**src/rtl/iterative_extend_shifter_pkg.sv**
```systemverilog
// Shared encodings for the iterative extend/shift unit: operation codes,
// operand-source codes and the FSM state encoding.
package iterative_extend_shifter_pkg;

  // Shift operation selected by ShiftOp
  typedef enum logic [1:0] {
    OP_LSL = 2'b00,
    OP_LSR = 2'b01,
    OP_ASR = 2'b10,
    OP_ROR = 2'b11
  } shift_op_e;

  // Operand source selected by ShifterInput
  typedef enum logic [1:0] {
    SRC_ZIMM = 2'b00,
    SRC_SIMM = 2'b01,
    SRC_REGA = 2'b10,
    SRC_ALU  = 2'b11
  } src_sel_e;

  // Control FSM states; exported on dbg_state for observation
  typedef enum logic [1:0] {
    ST_IDLE  = 2'b00,
    ST_SHIFT = 2'b01,
    ST_DONE  = 2'b10
  } state_e;

endpackage

```
**src/rtl/iterative_extend_shifter_extend_select.sv**
```systemverilog
// Operand selection: zero-extended short immediate, sign-extended long
// immediate, register A or the ALU result, widened to the datapath width.
module iterative_extend_shifter_extend_select
  import iterative_extend_shifter_pkg::*;
#(
  parameter int WIDTH     = 16,
  parameter int IMM_SHORT = 4,
  parameter int IMM_LONG  = 8
) (
  input  logic [1:0]           sel,
  input  logic [IMM_SHORT-1:0] ir_short,
  input  logic [IMM_LONG-1:0]  ir_long,
  input  logic [WIDTH-1:0]     reg_a,
  input  logic [WIDTH-1:0]     alu_out,
  output logic [WIDTH-1:0]     operand
);

  // Pick and extend the operand
  always_comb begin
    operand = '0;
    case (src_sel_e'(sel))
      SRC_ZIMM: operand = {{(WIDTH-IMM_SHORT){1'b0}}, ir_short};
      SRC_SIMM: operand = {{(WIDTH-IMM_LONG){ir_long[IMM_LONG-1]}}, ir_long};
      SRC_REGA: operand = reg_a;
      SRC_ALU:  operand = alu_out;
    endcase
  end

endmodule

```
**src/rtl/iterative_extend_shifter.sv**
```systemverilog
// Multi-cycle extend/shift unit. An accepted request latches the extended
// operand and an effective shift distance, then shifts STEP bits per cycle
// until the distance is consumed. O holds the last completed result.
//
// Handshake: a request is taken on a rising CLK edge where Start=1 and the
// unit is not Busy (state IDLE or DONE); Start while Busy is dropped, not
// queued. Busy is high for every SHIFT cycle; Done pulses for exactly one
// cycle when O has been updated.
module iterative_extend_shifter
  import iterative_extend_shifter_pkg::*;
#(
  parameter int WIDTH     = 16,
  parameter int IMM_SHORT = 4,
  parameter int IMM_LONG  = 8,
  parameter int STEP      = 1
) (
  input  logic                     CLK,
  input  logic                     Reset_n,
  input  logic                     Start,
  input  logic [1:0]               ShifterInput,
  input  logic [1:0]               ShiftOp,
  input  logic [$clog2(WIDTH):0]   ShiftAmount,
  input  logic [IMM_SHORT-1:0]     IRShort,
  input  logic [IMM_LONG-1:0]      IRLong,
  input  logic [WIDTH-1:0]         Reg_A,
  input  logic [WIDTH-1:0]         ALUOut,
  output logic                     Busy,
  output logic                     Done,
  output logic [WIDTH-1:0]         O,
  output logic [1:0]               dbg_state
);

  localparam int AMT_W = $clog2(WIDTH) + 1;
  localparam logic [AMT_W-1:0] WIDTH_A = AMT_W'(WIDTH);
  localparam logic [AMT_W-1:0] STEP_A  = AMT_W'(STEP);

  state_e           state;
  shift_op_e        op_q;
  logic [WIDTH-1:0] operand;
  logic [WIDTH-1:0] work;
  logic [WIDTH-1:0] stepped;
  logic [AMT_W-1:0] rem;
  logic [AMT_W-1:0] eff;
  logic [AMT_W-1:0] k;

  iterative_extend_shifter_extend_select #(
    .WIDTH     (WIDTH),
    .IMM_SHORT (IMM_SHORT),
    .IMM_LONG  (IMM_LONG)
  ) u_extend_select (
    .sel      (ShifterInput),
    .ir_short (IRShort),
    .ir_long  (IRLong),
    .reg_a    (Reg_A),
    .alu_out  (ALUOut),
    .operand  (operand)
  );

  // Effective distance: rotates wrap, plain shifts saturate at WIDTH
  always_comb begin
    eff = ShiftAmount;
    if (shift_op_e'(ShiftOp) == OP_ROR) begin
      eff = ShiftAmount % WIDTH_A;
    end else if (ShiftAmount > WIDTH_A) begin
      eff = WIDTH_A;
    end
  end

  // One iteration: shift the work register by min(STEP, Rem)
  always_comb begin
    k = (rem > STEP_A) ? STEP_A : rem;
    stepped = work;
    case (op_q)
      OP_LSL: stepped = work << k;
      OP_LSR: stepped = work >> k;
      OP_ASR: stepped = WIDTH'($signed(work) >>> k);
      OP_ROR: stepped = (work >> k) | (work << (WIDTH_A - k));
    endcase
  end

  // Control FSM with registered Busy/Done/O
  always_ff @(posedge CLK or negedge Reset_n) begin
    if (!Reset_n) begin
      state <= ST_IDLE;
      op_q  <= OP_LSL;
      work  <= '0;
      rem   <= '0;
      O     <= '0;
      Busy  <= 1'b0;
      Done  <= 1'b0;
    end else begin
      case (state)
        ST_IDLE, ST_DONE: begin
          Done <= 1'b0;
          Busy <= 1'b0;
          if (Start) begin
            work <= operand;
            rem  <= eff;
            op_q <= shift_op_e'(ShiftOp);
            if (eff == '0) begin
              // Nothing to shift: the result is the operand itself
              O     <= operand;
              Done  <= 1'b1;
              state <= ST_DONE;
            end else begin
              Busy  <= 1'b1;
              state <= ST_SHIFT;
            end
          end else begin
            state <= ST_IDLE;
          end
        end
        ST_SHIFT: begin
          work <= stepped;
          rem  <= rem - k;
          if (rem == k) begin
            O     <= stepped;
            Busy  <= 1'b0;
            Done  <= 1'b1;
            state <= ST_DONE;
          end
        end
        default: begin
          Busy  <= 1'b0;
          Done  <= 1'b0;
          state <= ST_IDLE;
        end
      endcase
    end
  end

  assign dbg_state = state;

endmodule
```
**config.mk**
```make
export PLATFORM = sky130hd
export DESIGN_NAME = iterative_extend_shifter
export DESIGN_NICKNAME = d
export VERILOG_FILES = /design/src/rtl/iterative_extend_shifter_pkg.sv /design/src/rtl/iterative_extend_shifter_extend_select.sv /design/src/rtl/iterative_extend_shifter.sv
export SDC_FILE = /design/constraint.sdc
export NUM_CORES = 1
export LEC_CHECK = 0
export ABC_AREA = 1
export BUFFER_PORTS_ARGS = -buffer_cell sky130_fd_sc_hd__buf_2
export CORE_MARGIN = 3
export CORE_UTILIZATION = 28
export CTS_CLUSTER_DIAMETER = 30
export DETAILED_ROUTE_END_ITERATION = 7
export PLACE_DENSITY_LB_ADDON = 0.2
export SLEW_MARGIN = 10
export SYNTH_ARGS = -nofsm -noshare
export SYNTH_HDL_FRONTEND = slang
export SYNTH_SLANG_ARGS = --single-unit
```
**constraint.sdc**
```tcl
create_clock -name CLK -period 2.1 [get_ports CLK]
set_clock_uncertainty 0.15 [all_clocks]
set_input_delay 0.105 -clock CLK [delete_from_list [all_inputs] [get_ports CLK]]
set_output_delay 0.105 -clock CLK [all_outputs]
set_load 0.005 [all_outputs]
```
Word level (Yosys, flattened, before mapping)
Cells that the tools add are included.

Register bits: 43. Bits in latches: 0. RAM bits: 0. ROM bits: 0. Input bits: 56. Output and inout port bits: 20. Word-level logic and storage cells: 63. Memories kept: 0.

$add $sub $neg: 2. Multiply operators: 0. Div/mod/pow operators: 0. $lt $le $gt $ge: 2. Equal/unequal tests: 13. Shift-type cells: 4. Muxes and demuxes: 25. Bitwise gates (word level): 1. Reduce and logical (&&, ||, !) cells: 9.

Operators with widths (count): case mux 16 bit (4 select lines) (2); 2-to-1 mux 16 bit (4); case mux 16 bit (2 select lines) (2); << shifter 16 x 5 -> 16 bit (2); 2-to-1 mux 5 bit (4); OR 16 bit (1); right shift 16 x 5 -> 16 bit (1); >>> shifter 16 x 5 -> 16 bit (1); equality test 2 bit (second input constant) (6); case mux 5 bit (2 select lines) (1); equality test 2 x 1 -> 1 bit (second input constant) (3); logical NOT 2 bit (3); 2-to-1 mux 1 bit (6); 2-to-1 mux 2 bit (3); inequality test 2 bit (second input constant) (3); equality test 5 bit (1); greater-than comparator 5 x 1 -> 1 bit (second input constant) (1); greater-than comparator 5 bit (second input constant) (1); logical NOT 5 bit (1); subtractor 5 bit (1); subtractor 5 bit (first input constant) (1); case mux 1 bit (2 select lines) (2); case mux 2 bit (2 select lines) (1); AND reduction 2 bit (2); other kinds (3) (3).

Logic depth before layout (Yosys ltp)
Word-level depth: 8. Mapped depth: 17. Depth with buffers taken out: 15.

By module
Synthesis repeated with hierarchy kept, for this count alone.

Cells, all modules: 446. Area total of the unflattened synthesis: 3145.5 µm².

By module, submodules not included: iterative_extend_shifter (instances 1, cells an instance 375, area each 2697.6 µm², sequential area each 1051.0 µm²); iterative_extend_shifter_extend_select (instances 1, cells an instance 71, area each 447.9 µm², sequential area each 0.0 µm²).

Worst setup path after synthesis
OpenSTA, ideal clock, no wires.

Path kind: flip-flop to flip-flop. Start: register rem[4]. End: register work[14]. Library setup time: 0.065 ns. Data arrival time: 1.998 ns. Data required time: 1.885 ns. Setup slack: -0.113 ns. Cell stages (with the launch flop): 18. Path buffers: 2. Period minus slack after synthesis: 2.213 ns. Cell sequence: dfrtp_1 > nor2_4 > nand2_2 > nor2_4 > buf_6 > ha_1 > buf_2 > clkinv_1 > nand3_1 > nand2_1 > nand3_1 > nand2_1 > nand2_1 > nand2_1 > nand2_1 > nand2_1 > nand2_1 > nand2_1.

Word-level cells in the longest chain between the ends: 7. Elaborated cells on any way between the ends: 10. Those cells by class: 1 x add/sub; 1 x order compare; 4 x shift; 3 x mux; 1 x bitwise.

RTL lines: start, declared (RTL line iterative_extend_shifter.sv:42) `logic [AMT_W-1:0] rem;`; start signal, assigned (RTL line iterative_extend_shifter.sv:115) `rem <= rem - k;`; greater-than comparator 5 x 1 -> 1 bit (RTL line iterative_extend_shifter.sv:71) `k = (rem > STEP_A) ? STEP_A : rem;`; 2-to-1 mux 5 bit * (RTL line iterative_extend_shifter.sv:71); subtractor 5 bit (RTL line iterative_extend_shifter.sv:77) `OP_ROR: stepped = (work >> k) | (work << (WIDTH_A - k));`; << shifter 16 x 5 -> 16 bit (RTL line iterative_extend_shifter.sv:77); OR 16 bit (RTL line iterative_extend_shifter.sv:77); case mux 16 bit (4 select lines) * (RTL line iterative_extend_shifter.sv:73) `case (op_q)`; case mux 16 bit (2 select lines) * (RTL line iterative_extend_shifter.sv:92) `case (state)`; end signal, assigned (RTL line iterative_extend_shifter.sv:97) `work <= operand;`; end signal, assigned (RTL line iterative_extend_shifter.sv:114) `work <= stepped;`; end, declared (RTL line iterative_extend_shifter.sv:40) `logic [WIDTH-1:0] work;`.

Every way passes the cells marked *; elsewhere a longest branch is shown, timed or not. A chain may end at the register's enable or synchronous reset.

Worst setup path in the final report
Start: register rem[4]. End: register O[13].

Word-level cells in the longest chain between the ends: 8. Elaborated cells on any way between the ends: 14. Those cells by class: 1 x add/sub; 1 x order compare; 2 x eq/ne; 4 x shift; 4 x mux; 1 x bitwise; 1 x reduce/logical.

RTL lines: greater-than comparator 5 x 1 -> 1 bit (RTL line iterative_extend_shifter.sv:71); 2-to-1 mux 5 bit (RTL line iterative_extend_shifter.sv:71); subtractor 5 bit (RTL line iterative_extend_shifter.sv:77); << shifter 16 x 5 -> 16 bit (RTL line iterative_extend_shifter.sv:77); OR 16 bit (RTL line iterative_extend_shifter.sv:77); case mux 16 bit (4 select lines) (RTL line iterative_extend_shifter.sv:73); 2-to-1 mux 16 bit (RTL line iterative_extend_shifter.sv:116) `if (rem == k) begin`; case mux 16 bit (2 select lines) (RTL line iterative_extend_shifter.sv:92); end signal, assigned (RTL line iterative_extend_shifter.sv:102) `O <= operand;`; end signal, assigned (RTL line iterative_extend_shifter.sv:117) `O <= stepped;`; end, declared (RTL line iterative_extend_shifter.sv:29) `output logic [WIDTH-1:0] O,`.

Parallel ways exist; a longest one is shown, timed or not. The select of a mux whose other input is x is not followed.

==> impl_metrics.tcl <==
set metrics [dict create \
    gp_congestion 0.861 \
    worst_hold_slack_ns 0.0350 \
    fin_nets 598 \
    post-place-ws_ns 0.0434 \
    power_density_nw_per_um2 1510 \
    die-area_sq_um 11500 \
    max_cap_viol_count 0 \
    coreArea_sq_um 9910 \
    avgSynthCellArea_sq_um 6.56 \
    fillCellCount 1086 \
    drv_slew 0 \
    die_w_um 107 \
    clk_pin_slew_worst_paths_ns 0.08 \
    post-route-period-util_pct 95.0 \
    synthCells 439 \
    final.setup.worst_slack_ns 0.104 \
    antennaDiodeCount 0 \
    drt-total-wl_um 9560 \
    yosys-top-cells-area "dfrtp_1 36%, nand2_1 24%, nand3_1 5.0%, inv_1 3.9%, o21ai_0 3.8%" \
    drive_gt1_share_pct 25.7 \
    tritoncts "done" \
    post-synth-top-area-cell "dfrtp_1" \
    ys_warn_count 0 \
    start_util_pct 29.1 \
    yosysSeqAreaShare_pct 36.5 \
    rows 36 \
    multi_input_comb_area_sq_um 1640 \
    overflow 0 \
    worstMarginPinSlew_ns 0.568 \
    numCtsBuffers 5 \
    critPathMaxFanout 7 \
    final_cells 674 \
    dp_hpwl_um 6950 \
    cts_sinks 42 \
    syn-num-nets 497 \
    wl_per_cell_um 14.2 \
    p_leak_nw 1.99 \
    peakVddDrop_uv 551 \
    cp.required_ns 2.17 \
    drtAntennaViolNets 0 \
    via_per_inst 4.82 \
    area_growth_pct 33.6 \
    drcViolationCount 0 \
    max_slew_margin_pct 62.1 \
    run_status "complete, no violations" \
    regArea_sq_um 1050 \
    vias 3248 \
    worstPathArrival_ns 2.07 \
    numPortBuffers 75 \
    netlist_area_sq_um 2880 \
    max_freq_ghz 0.501 \
    grt_antenna_before_repair 0 \
    ctsHtreeMaxLevel 2 \
    grt_pass1_vias 3142 \
    final-hold-violation-count 0 \
    critPathKind "flip-flop to flip-flop" \
    die_h_um 107 \
    clockBufferDepth 2 \
    synth.distinct_cells 30 \
    clock_latency_ns 0.30 \
    synth_top_area_share_pct 36.5 \
    fin_crit_ns 2.00 \
    setup_viol_count_final 0 \
    grt_pass1_wl_um 15500 \
    holdCritPathClass "input pin to flip-flop" \
    crit_path_start_kind "flip-flop" \
    num_io_pins 76 \
    grt_setup_unrepaired "yes" \
    dpl.cell_count 646 \
    grt_max_degree 23 \
    ys_ff_latch 42 \
    track_usage_pct 16.6 \
    drtIter0Drc 248 \
    root_buffer "clkbuf_8" \
    end_kind "flip-flop" \
    drtPass1Iterations 5 \
]
-- per-layer routing --
layer	wire, um	vias up	GRT usage, %
li1	-	1643	-
met1	4310	1508	22.3
met2	4650	83	28.1
met3	468	14	2.34
met4	131	0	4.60
met5	0	-	0
-- cells in the final DEF (no fill, tap or decap), types with 2 or more instances in the layout --
cell / n
nand2_1: 177
buf_2: 75
dfrtp_1: 39
inv_1: 30
nand3_1: 29
nor2_1: 26
buf_4: 25
o21ai_0: 22
a21oi_1: 16
o21ai_1: 13
a31oi_1: 10
o211ai_1: 9
o22ai_1: 7
dlygate4sd3_1: 7
nand4_1: 6
nand2_2: 6
clkbuf_8: 6
nor2_4: 5
inv_2: 3
a22o_1: 3
buf_12: 3
dfrtp_2: 3
o21ai_2: 2
clkbuf_16: 2
-- area by class of cell --
class,count,share of cell area [%]
Clock inverter,1,0.130
Clock buffer,7,2.24
Timing Repair Buffer,113,19.6
Multi-Input combinational cell,343,42.7
Inverter,35,3.54
Tap cell,133,4.33
Sequential cell,42,27.4
-- synth_stat cells --
cell type	n
nor4_1	1
nand4_1	6
o31ai_1	1
clkinv_1	2
ha_1	2
o21ai_0	22
buf_4	1
nor2_4	5
nand3_1	29
conb_1	1
nand3_2	1
clkbuf_1	6
o21ai_2	1
nor3_1	1
a31oi_1	10
inv_2	3
o221ai_1	1
nand2_2	2
o22ai_2	1
inv_1	30
dfrtp_1	42
o21ai_1	15
nor2_1	27
nand2_1	182
a22o_1	3
buf_2	9
buf_6	3
o22ai_1	7
a21oi_1	16
o211ai_1	9
-- worst max-delay path, cell delays in order (launching register included) --
cell and delay, ns:
dfrtp_2 0.44, nor2_4 0.14, nand2_4 0.07, nor2_4 0.12, ha_4 0.25, o21ai_0 0.18, nand3_1 0.15, o22ai_1 0.17
nand2_1 0.10, a31oi_1 0.15
-- flip-flops by register name, summed over array words and instances (netlist names) --
name and flops:
Busy 1, Done 1, O 16, dbg_state 1, op_q 2, rem 5, work 16
-- worst paths after layout --
path / start / slack (ns) / cells past startpoint / end
max reg2reg: rem[4] / 0.10 / 9 / O[13]
min in group asynchronous: Reset_n / 0.17 / 2 / dbg_state[0]
min: ShiftAmount[4] / 0.04 / 5 / dbg_state[0]
min reg2reg: O[3] / 0.33 / 2 / O[3]
max: rem[4] / 0.10 / 9 / O[13]
max in group asynchronous: Reset_n / 1.13 / 3 / work[6]
-- power by group --
group	switching, W	internal, W
Clock	0.000301	0.000266
Combinational	0.00227	0.00149
Sequential	0.000280	0.00121
-- through the flow --
stage / util, % / total power (W) / setup TNS (ns) / cell area [sq um]
finish: 38.8 / 0.00582 / 0 / 3850
global route: 38.8 / 0.00644 / -0.678 / 3850
CTS: 37.0 / 0.00555 / 0 / 3660
detailed placement: 35.4 / 0.00493 / 0 / 3500
global placement: 35.4 / 0.00492 / 0 / 3500
floorplan: - / 0.00383 / 0 / 2900
-- logic make-up (layout without fill, tap and decap cells) --
group | after synthesis | in the layout | synth area share, %
and+or+nand+nor | 254 | 254 | 36.7
AOI/OAI and AO/OA | 86 | 86 | 17.5
buffers and inverters | 54 | 156 | 8.34
DFF | 42 | 42 | 36.5
adders and majority gates | 2 | 2 | 0.869
other | 1 | 1 | 0.130
-- repair_timing --
item                                    CTS  global route
hold endpoints to repair                 27             0
resized for setup                         0            15
endpoints found under the setup margin    0            26
setup buffers                             0            11
hold buffers                              7             0
Note: power is estimated with default switching activity, not from simulation.
